`config.mk`:
```
export PLATFORM = sky130hd
export DESIGN_NAME = pupil_blob_locator_flat
export DESIGN_NICKNAME = d
export VERILOG_FILES = /design/src/rtl/img_pkg.sv /design/src/rtl/pupil_blob_locator_if.sv /design/src/rtl/raster_counter.sv /design/src/rtl/pupil_blob_locator.sv /design/src/flat_wrapper.sv
export SDC_FILE = /design/constraint.sdc
export NUM_CORES = 1
export LEC_CHECK = 0
export BUFFER_PORTS_ARGS = -buffer_cell sky130_fd_sc_hd__buf_2
export CORE_ASPECT_RATIO = 1.75
export CORE_MARGIN = 1.5
export CORE_UTILIZATION = 54
export DETAILED_ROUTE_END_ITERATION = 12
export GPL_ROUTABILITY_DRIVEN = 0
export GPL_TIMING_DRIVEN = 0
export PLACE_DENSITY = 0.74
export SLEW_MARGIN = 20
export SYNTH_ARGS = -nofsm -noshare
export SYNTH_HDL_FRONTEND = slang
export SYNTH_SLANG_ARGS = --single-unit
```
`constraint.sdc`:
```
create_clock -name clock -period 4.94 [get_ports clock]
set_input_delay 0.494 -clock clock [delete_from_list [all_inputs] [get_ports clock]]
set_output_delay 0.494 -clock clock [all_outputs]
set_load 0.005 [all_outputs]
```
`src/rtl/img_pkg.sv`:
```
// Frame geometry defaults, derived widths and the pixel classification helper
// shared by the pupil-detection blocks and their sliding_window users.
package img_pkg;

    localparam int pixel_width         = 8;
    localparam int default_data_width  = 8;
    localparam int default_line_width  = 637;
    localparam int default_frame_lines = 480;
    localparam int default_min_pixels  = 16;

    localparam int default_xw = $clog2(default_line_width);
    localparam int default_yw = $clog2(default_frame_lines);
    localparam int default_cw = $clog2(default_line_width * default_frame_lines + 1);

    typedef enum logic {
        RESULT_EMPTY,
        RESULT_FULL
    } result_state_t;

    // MSB test written as a compare so every bit of the byte is read.
    function automatic logic is_foreground(input logic [pixel_width-1:0] pixel);
        return pixel >= {1'b1, {(pixel_width-1){1'b0}}};
    endfunction

endpackage

```
`src/rtl/pupil_blob_locator_if.sv`:
```
// Pixel-stream input and held valid/ready result port of the pupil blob locator.
interface pupil_blob_locator_if import img_pkg::*; #(
    parameter int data_width = default_data_width,
    parameter int XW         = default_xw,
    parameter int YW         = default_yw,
    parameter int CW         = default_cw
);
    logic                  data_valid;
    logic [data_width-1:0] data_in;
    logic                  sof;
    logic                  result_ready;
    logic                  result_valid;
    logic                  found;
    logic [XW-1:0]         x_min;
    logic [XW-1:0]         x_max;
    logic [YW-1:0]         y_min;
    logic [YW-1:0]         y_max;
    logic [XW-1:0]         x_center;
    logic [YW-1:0]         y_center;
    logic [CW-1:0]         pixel_count;
    logic                  overrun;

    modport master (
        output data_valid, data_in, sof, result_ready,
        input  result_valid, found, x_min, x_max, y_min, y_max,
               x_center, y_center, pixel_count, overrun
    );

    modport slave (
        input  data_valid, data_in, sof, result_ready,
        output result_valid, found, x_min, x_max, y_min, y_max,
               x_center, y_center, pixel_count, overrun
    );

endinterface

```
`src/rtl/raster_counter.sv`:
```
// Raster position of the current pixel with sof resync, plus first-pixel and
// end-of-frame strobes for the pixel being presented this cycle.
module raster_counter import img_pkg::*; #(
    parameter int line_width  = default_line_width,
    parameter int frame_lines = default_frame_lines,
    parameter int XW          = $clog2(line_width),
    parameter int YW          = $clog2(frame_lines)
) (
    input  logic          clock,
    input  logic          rst_n,
    input  logic          data_valid,
    input  logic          sof,
    output logic [XW-1:0] col,
    output logic [YW-1:0] row,
    output logic          first_pixel,
    output logic          end_of_frame
);
    localparam logic [XW-1:0] last_col = XW'(line_width - 1);
    localparam logic [YW-1:0] last_row = YW'(frame_lines - 1);

    logic [XW-1:0] col_reg, col_next;
    logic [YW-1:0] row_reg, row_next;

    // The registers hold the position of the next pixel; sof overrides it.
    always_comb begin
        col          = (data_valid && sof) ? '0 : col_reg;
        row          = (data_valid && sof) ? '0 : row_reg;
        first_pixel  = data_valid && (col == '0) && (row == '0);
        end_of_frame = data_valid && (col == last_col) && (row == last_row);
        col_next     = col_reg;
        row_next     = row_reg;
        if (data_valid) begin
            if (col == last_col) begin
                col_next = '0;
                row_next = (row == last_row) ? '0 : row + 1'b1;
            end else begin
                col_next = col + 1'b1;
                row_next = row;
            end
        end
    end

    always_ff @(posedge clock or negedge rst_n) begin
        if (!rst_n) begin
            col_reg <= '0;
            row_reg <= '0;
        end else begin
            col_reg <= col_next;
            row_reg <= row_next;
        end
    end

endmodule

```
`src/rtl/pupil_blob_locator.sv`:
```
// Per-frame foreground bounding box, count and centre of a binarised pixel
// stream, presented on a held valid/ready result port with sticky overrun.
module pupil_blob_locator import img_pkg::*; #(
    parameter int data_width  = default_data_width,
    parameter int line_width  = default_line_width,
    parameter int frame_lines = default_frame_lines,
    parameter int min_pixels  = default_min_pixels
) (
    input  logic                  clock,
    input  logic                  rst_n,
    pupil_blob_locator_if.slave   bus
);
    localparam int XW = $clog2(line_width);
    localparam int YW = $clog2(frame_lines);
    localparam int CW = $clog2(line_width * frame_lines + 1);

    logic [XW-1:0] col;
    logic [YW-1:0] row;
    logic          first_pixel;
    logic          end_of_frame;

    raster_counter #(
        .line_width  (line_width),
        .frame_lines (frame_lines),
        .XW          (XW),
        .YW          (YW)
    ) u_raster (
        .clock        (clock),
        .rst_n        (rst_n),
        .data_valid   (bus.data_valid),
        .sof          (bus.sof),
        .col          (col),
        .row          (row),
        .first_pixel  (first_pixel),
        .end_of_frame (end_of_frame)
    );

    logic [XW-1:0] acc_x_min_reg, acc_x_max_reg, acc_x_min_next, acc_x_max_next;
    logic [YW-1:0] acc_y_min_reg, acc_y_max_reg, acc_y_min_next, acc_y_max_next;
    logic [CW-1:0] acc_count_reg, acc_count_next;
    logic          fg;

    // The _next values include the current pixel; the first pixel of a frame
    // starts from a cleared box so an sof resync drops the partial frame.
    always_comb begin
        fg             = bus.data_valid && is_foreground(bus.data_in[data_width-1 -: pixel_width]);
        acc_x_min_next = first_pixel ? '1 : acc_x_min_reg;
        acc_x_max_next = first_pixel ? '0 : acc_x_max_reg;
        acc_y_min_next = first_pixel ? '1 : acc_y_min_reg;
        acc_y_max_next = first_pixel ? '0 : acc_y_max_reg;
        acc_count_next = first_pixel ? '0 : acc_count_reg;
        if (fg) begin
            if (col < acc_x_min_next) acc_x_min_next = col;
            if (col > acc_x_max_next) acc_x_max_next = col;
            if (row < acc_y_min_next) acc_y_min_next = row;
            if (row > acc_y_max_next) acc_y_max_next = row;
            acc_count_next = acc_count_next + 1'b1;
        end
    end

    always_ff @(posedge clock or negedge rst_n) begin
        if (!rst_n) begin
            acc_x_min_reg <= '1;
            acc_x_max_reg <= '0;
            acc_y_min_reg <= '1;
            acc_y_max_reg <= '0;
            acc_count_reg <= '0;
        end else if (bus.data_valid) begin
            acc_x_min_reg <= end_of_frame ? '1 : acc_x_min_next;
            acc_x_max_reg <= end_of_frame ? '0 : acc_x_max_next;
            acc_y_min_reg <= end_of_frame ? '1 : acc_y_min_next;
            acc_y_max_reg <= end_of_frame ? '0 : acc_y_max_next;
            acc_count_reg <= end_of_frame ? '0 : acc_count_next;
        end
    end

    logic [XW:0]   x_sum;
    logic [YW:0]   y_sum;
    logic          found_now;
    logic          accept;
    logic          load_en;
    result_state_t state_reg;
    logic          result_valid_reg, overrun_reg, found_reg;
    logic [XW-1:0] res_x_min_reg, res_x_max_reg, res_x_center_reg;
    logic [YW-1:0] res_y_min_reg, res_y_max_reg, res_y_center_reg;
    logic [CW-1:0] res_count_reg;

    assign x_sum     = {1'b0, acc_x_min_next} + {1'b0, acc_x_max_next};
    assign y_sum     = {1'b0, acc_y_min_next} + {1'b0, acc_y_max_next};
    assign found_now = acc_count_next >= CW'(min_pixels);
    assign accept    = result_valid_reg && bus.result_ready;
    assign load_en   = end_of_frame && ((state_reg == RESULT_EMPTY) || accept);

    always_ff @(posedge clock or negedge rst_n) begin
        if (!rst_n) begin
            state_reg        <= RESULT_EMPTY;
            result_valid_reg <= 1'b0;
            overrun_reg      <= 1'b0;
            found_reg        <= 1'b0;
            res_x_min_reg    <= '0;
            res_x_max_reg    <= '0;
            res_y_min_reg    <= '0;
            res_y_max_reg    <= '0;
            res_x_center_reg <= '0;
            res_y_center_reg <= '0;
            res_count_reg    <= '0;
        end else begin
            case (state_reg)
                RESULT_EMPTY: begin
                    if (end_of_frame) begin
                        state_reg        <= RESULT_FULL;
                        result_valid_reg <= 1'b1;
                    end
                end
                RESULT_FULL: begin
                    if (end_of_frame && !accept) begin
                        overrun_reg <= 1'b1;
                    end else if (accept && !end_of_frame) begin
                        state_reg        <= RESULT_EMPTY;
                        result_valid_reg <= 1'b0;
                    end
                end
                default: state_reg <= RESULT_EMPTY;
            endcase
            if (load_en) begin
                found_reg        <= found_now;
                res_x_min_reg    <= found_now ? acc_x_min_next : '0;
                res_x_max_reg    <= found_now ? acc_x_max_next : '0;
                res_y_min_reg    <= found_now ? acc_y_min_next : '0;
                res_y_max_reg    <= found_now ? acc_y_max_next : '0;
                res_x_center_reg <= found_now ? x_sum[XW:1] : '0;
                res_y_center_reg <= found_now ? y_sum[YW:1] : '0;
                res_count_reg    <= acc_count_next;
            end
        end
    end

    assign bus.result_valid = result_valid_reg;
    assign bus.overrun      = overrun_reg;
    assign bus.found        = found_reg;
    assign bus.x_min        = res_x_min_reg;
    assign bus.x_max        = res_x_max_reg;
    assign bus.y_min        = res_y_min_reg;
    assign bus.y_max        = res_y_max_reg;
    assign bus.x_center     = res_x_center_reg;
    assign bus.y_center     = res_y_center_reg;
    assign bus.pixel_count  = res_count_reg;

endmodule
```
`src/flat_wrapper.sv`:
```
// flat-port wrapper written by rule: the top's interface ports become plain ports
module pupil_blob_locator_flat import img_pkg::*;
#(
    parameter int data_width  = default_data_width,
    parameter int line_width  = default_line_width,
    parameter int frame_lines = default_frame_lines,
    parameter int min_pixels  = default_min_pixels
)
  (clock, rst_n, bus_data_valid, bus_data_in, bus_sof, bus_result_ready, bus_result_valid, bus_found, bus_x_min, bus_x_max, bus_y_min, bus_y_max, bus_x_center, bus_y_center, bus_pixel_count, bus_overrun);
  pupil_blob_locator_if #(.data_width(data_width)) bus_i ();
  input  logic clock;
  input  logic rst_n;
  input wire logic [$bits(bus_i.data_valid)-1:0] bus_data_valid;
  input wire logic [$bits(bus_i.data_in)-1:0] bus_data_in;
  input wire logic [$bits(bus_i.sof)-1:0] bus_sof;
  input wire logic [$bits(bus_i.result_ready)-1:0] bus_result_ready;
  output wire logic [$bits(bus_i.result_valid)-1:0] bus_result_valid;
  output wire logic [$bits(bus_i.found)-1:0] bus_found;
  output wire logic [$bits(bus_i.x_min)-1:0] bus_x_min;
  output wire logic [$bits(bus_i.x_max)-1:0] bus_x_max;
  output wire logic [$bits(bus_i.y_min)-1:0] bus_y_min;
  output wire logic [$bits(bus_i.y_max)-1:0] bus_y_max;
  output wire logic [$bits(bus_i.x_center)-1:0] bus_x_center;
  output wire logic [$bits(bus_i.y_center)-1:0] bus_y_center;
  output wire logic [$bits(bus_i.pixel_count)-1:0] bus_pixel_count;
  output wire logic [$bits(bus_i.overrun)-1:0] bus_overrun;
  assign bus_i.data_valid = bus_data_valid;
  assign bus_i.data_in = bus_data_in;
  assign bus_i.sof = bus_sof;
  assign bus_i.result_ready = bus_result_ready;
  assign bus_result_valid = bus_i.result_valid;
  assign bus_found = bus_i.found;
  assign bus_x_min = bus_i.x_min;
  assign bus_x_max = bus_i.x_max;
  assign bus_y_min = bus_i.y_min;
  assign bus_y_max = bus_i.y_max;
  assign bus_x_center = bus_i.x_center;
  assign bus_y_center = bus_i.y_center;
  assign bus_pixel_count = bus_i.pixel_count;
  assign bus_overrun = bus_i.overrun;
  pupil_blob_locator #(.data_width(data_width), .line_width(line_width), .frame_lines(frame_lines), .min_pixels(min_pixels)) u_core (.clock(clock), .rst_n(rst_n), .bus(bus_i));
endmodule
```
* Word-level counts from Yosys, hierarchy flattened
Cells that the tools add are included.
** Storage, ports and cells
- Register bits :: 156
- Logic and storage cells :: 90
** Cells by class
- $add $sub $neg :: 5
- Equal/unequal tests :: 5
- Mux-type cells :: 38
- Reduce and logical (&&, ||, !) cells :: 17
- $lt $le $gt $ge :: 6
- Bitwise operators :: 1
** Operator list (count)
- $mux W10 :: 13
- $mux W9 :: 14
- $mux W19 :: 3
- $add A19 B1 Y19 const B :: 1
- $ge A19 B5 Y1 const B :: 1
- $add A10 B10 Y11 :: 1
- $add A10 B1 Y10 const B :: 1
- $add A9 B9 Y10 :: 1
- $eq A10 B10 Y1 const B :: 1
- $gt A10 B10 Y1 :: 1
- $logic_and A1 B1 Y1 :: 10
- $logic_not A10 Y1 :: 1
- $lt A10 B10 Y1 :: 1
- $add A9 B1 Y9 const B :: 1
- $eq A9 B9 Y1 const B :: 1
- $gt A9 B9 Y1 :: 1
- $logic_not A9 Y1 :: 1
- $lt A9 B9 Y1 :: 1
- $ge A8 B8 Y1 const B :: 1
- $mux W1 :: 6
- $ne A2 B2 Y1 const B :: 2
- $pmux W1 S2 :: 2
- $reduce_and A3 Y1 :: 1
- $logic_not A1 Y1 :: 2
- 4 further kinds :: 4

* Logic depth before layout (Yosys ltp)
- Word-level depth :: 11
- Depth in mapped cells :: 28

* Cells and area by module
A second synthesis with hierarchy kept.
** Second synthesis, totals
- Cells, all modules :: 1082
- Area, all modules :: 9253.9 sq um
** By module, submodules not included
- pupil_blob_locator :: area each 7961.4 sq um, times used 1, sequential area each 3452.1 sq um, cells an instance 931
- raster_counter :: area each 1292.5 sq um, times used 1, sequential area each 475.5 sq um, cells an instance 151

* Worst setup path after synthesis
Ideal clock, no wire load.
- Path type :: input port to flip-flop
- Start point :: input bus_sof
- End point :: register u_core.res_y_center_reg[7], in the netlist u_core.bus.y_center[7]
- Stages on the path :: 27
- Arrival :: 5.491 ns
- Setup slack :: -0.672 ns
- Data required time :: 4.819 ns
- Path through :: nand2_1 buf_2 buf_1 nand2_1 ha_1 nand3_1 or2_1 buf_2 buf_1 nand2_1 ha_1 nand2b_1 a211oi_1 nor4_1 o32a_1 nor2_1 clkbuf_1 o21ai_0 fa_1 a21o_1 a21o_1 a21o_1 a21oi_1 o21bai_1 a21oi_1 xor2_1 o21ai_1
** On the way
- Word-level cells in the longest chain between the ends :: 11
- Elaborated cells between the ends (all ways) :: 26
- Those cells by class :: add/sub (2); order compare (3); eq/ne (2); mux (11); reduce/logical (8)
** Ends and longest elaborated chain
- from (decl) :: RTL line flat_wrapper.sv:15 : input wire logic [$bits(bus_i.sof)-1:0] bus_sof;
- $logic_and A1 B1 Y1 * :: RTL line raster_counter.sv:26, raster_counter.sv:27
- branches (longest 10 deep; another with $add A19 B1 Y19)
- to (signal assigned) :: RTL line pupil_blob_locator.sv:132 : res_y_center_reg <= found_now ? y_sum[YW:1] : '0;
- to (decl) :: RTL line pupil_blob_locator.sv:85 : logic [YW-1:0] res_y_min_reg, res_y_max_reg, res_y_center_reg;
Every way passes the cells marked *.
A chain may end at the register's enable or synchronous reset.

* Worst setup path in the final report
- Start point :: register u_core.u_raster.col_reg[0]
- End point :: register u_core.res_y_center_reg[7], in the netlist u_core.bus.y_center[7]
** On the way
- Word-level cells in the longest chain between the ends :: 10
- Elaborated cells between the ends (all ways) :: 22
- Those cells by class :: add/sub (2); order compare (3); eq/ne (1); mux (10); reduce/logical (6)
** Ends and longest elaborated chain
- from (decl) :: RTL line raster_counter.sv:21 : logic [XW-1:0] col_reg, col_next;
- from (signal assigned) :: RTL line raster_counter.sv:48 : col_reg <= col_next;
- $mux W10 * :: RTL line raster_counter.sv:26 : col = (data_valid && sof) ? '0 : col_reg;
- branches (longest 9 deep; another with $add A19 B1 Y19)
Marked as above.

==> results.toml <==
[floorplanning]
dieArea_mm2 = 0.01758
start_util_pct = 55.05
die_h_um = 174.3
core_area_mm2 = 0.01645
die_x_um = 100.9
rows = 62
io_pins = 92

[place]
dp_hpwl_um = 19700
port_buffers = 84
dp_slack_ns = -1.035

[clock_tree]
clk_pin_slew_worst_paths_ns = 0.06
numClockSinks = 156
htree_levels = 4
max-clock-path-buffers = 2
cts_buffers = 17
cts_tree = "built"
clockRootBuffer = "clkbuf_16"
clk-insertion-delay-late_ns = 0.45

[synthesis]
syn_area_mm2 = 0.009054
netlist_top_cells_area = "dfrtp_1 (38%), ha_1 (8.0%), nand2_1 (6.3%)"
synth.distinct_cells = 69
yosysWarnings = 0
syn-num-nets = 1044
yosys-top-cells-count = "nand2_1 (153), dfrtp_1 (137), a22o_1 (63), nor2_1 (63), ha_1 (58)"
syn-instance-count = 971
synthArstFlopShare_pct = 100.0
synth_ff_type = "dfrtp_1"
synth_seq_area_share_pct = 43.38
synth_top_area_share_pct = 37.87
syn_area_per_cell_um2 = 9.324
yosysMostFrequentCell = "nand2_1"
synth_top_area_cell = "dfrtp_1"
ys_seq_elements = 156
synth_enable_flop_cells = 0

[flow_run]
max_cap_viol_count = 0

[worst_setup_path]
cp-start-kind = "register"
cp-startpoint = "u_core.u_raster.col_reg[0]"
critPathRequiredTime_ns = 5.26
cp.arrival_ns = 5.16
endpoint_kind = "register"
critPathKind = "register to register"
reg2reg_from = "u_core.u_raster.col_reg[0]"
crit_path_max_fanout = 10
reg2reg_depth = 25

[global_routing]
first_global_vias = 8331
antenna_found_initial = 0
grt_max_degree = 80
grt_use_total_pct = 32.51
grt_pass1_wl_um = 43610
gr-total-overflow = 0

[drt]
wl_met2_um = 14260
final_antenna_net_count = 0
vias_per_cell = 6.241
vias = 8400
met3_length_um = 1360
drc_errors = 0
wirelength_um = 27850
drt_first_pass_iters = 7
drt-initial-drc-count = 790
wl_per_cell_um = 20.69
wl_met1_um = 10110
highest_layer = "met4"

[sta]
final.setup.worst_slack_ns = 0.09775
finalSetupViolations = 0
whs_ns = 0.01197
max_slew_margin_pct = 40.36
hold_viol = 0
tightest_slew_ns = 0.8853
setup_tns_ns = 0
fmax_mhz = 206.5
drv_slew = 0
fin_crit_ns = 4.842
rsz0062_at_grt = "yes"
finClkSkew_ns = 0.01350
post-route-period-util_pct = 98.02

[power_and_ir_drop]
seq_power_share_pct = 35.8
power.share.switching_pct = 31.55
p_int_w = 0.002765
cellPowerDensity_mw_per_mm2 = 361.1
p_leak_nw = 5.452
peakVddDrop_mv = 0.2640
comb_power_share_pct = 26.6
power_frac_clock_pct = 37.6
netSwitchingPower_w = 0.001275

[finish]
antenna_cells = 0
drive_gt1_share_pct = 25.40
synthToLayoutAreaGrowth_pct = 23.58
fin_nets = 1182

[run_status]
status = "finished, final reports clean"

[hold_path]
hold_class = "primary input to async pin"
cell usage in the layout, fill, tap and decap left out, drive strengths merged, types with 8 or more instances in the layout:
master   Yosys  layout
xnor2       17      17
o31ai       23      23
nand3       29      29
xor2        16      16
nor3        24      24
buf         25     148
nor4         9       9
o2bb2ai      9       9
ha          58      58
dfstp       19      19
nand4       18      18
and2         8       8
and3        10      10
clkbuf      32      50
o21ai       71      71
a22o        63      63
dfrtp      137     137
inv         32      34
nor2        64      64
nand2      154     154
a21o        13      13
a21oi       54      54
o22a        17      17
layer usage:
metal / GRT usage, % / up-vias
li1: - / 3796
met1: 35.62 / 4125
met2: 55.77 / 350
met3: 5.107 / 129
met4: 23.53 / 0
met5: 0 / -
power groups by stage:
stage | registers [W] | clock network, W | logic (W)
2_1_floorplan | 0.00144 | 0 | 0.000640
3_3_place_gp | 0.00145 | 0 | 0.000865
3_5_place_dp | 0.00146 | 0 | 0.000882
4_1_cts | 0.00144 | 0.00152 | 0.000979
5_1_grt | 0.00145 | 0.00157 | 0.00116
6_report | 0.00144 | 0.00152 | 0.00107
timing repair:
item                                    in CTS  in global routing
resized for setup                           58                 46
buffers inserted                            18                 17
hold buffers                                 0                  0
pin swaps                                    9                 28
endpoints found under the setup margin      12                 11
worst max-delay path: stages, from the launching register on:
cell	delay (ns)
dfrtp_2	0.44
and2_4	0.17
inv_4	0.08
ha_4	0.16
nand3_2	0.12
or2_4	0.28
buf_6	0.14
buf_12	0.15
nand2_2	0.08
ha_1	0.17
nor2_1	0.07
a211oi_2	0.25
nor4_2	0.06
o32a_1	0.38
o21ba_4	0.24
or2_4	0.23
and2_4	0.16
fa_2	0.35
a21o_1	0.18
a21o_1	0.17
a21o_1	0.17
a21oi_2	0.17
o21bai_1	0.08
a21oi_1	0.18
xor2_1	0.16
o21ai_1	0.07
final cells by class:
cell class	instances	area [µm²]
buffer	56	365.4
tap	224	280.3
timing repair buffer	120	723.2
multi-input combinational	725	5086
fill	1367	5258
clock inverter	10	212.7
sequential	156	3938
clock buffer	22	454.2
inverter	33	128.9
cell families after synthesis:
family	synth area share (%)
mux	0.9259
xor+xnor	3.192
flops	43.38
fa+ha+maj	8.458
buf+inv	4.450
compound gates	22.46
simple gates	17.14
final timing paths:
check	slack (ns)	to
worst min register to register	0.47	u_core.bus.overrun
worst min-delay path	0.01	u_core.acc_count_reg[6]
worst max-delay path	0.1	u_core.bus.y_center[7]
min in group clock	0.35	u_core.bus.result_valid
max in group asynchronous	4.12	u_core.acc_y_min_reg[2]
worst max register to register	0.1	u_core.bus.y_center[7]
through the flow:
step	util [%]	cell area, µm²	power, W	instances
after floorplan	-	9115	0.002080	971
after global placement	59.69	9816	0.002318	1279
after detailed placement	59.91	9853	0.002339	1280
after CTS	66.13	10880	0.003933	1329
after global routing	68.03	11190	0.004184	1346
final	68.03	11190	0.004040	1346
Power figures use the tool's default switching activity.
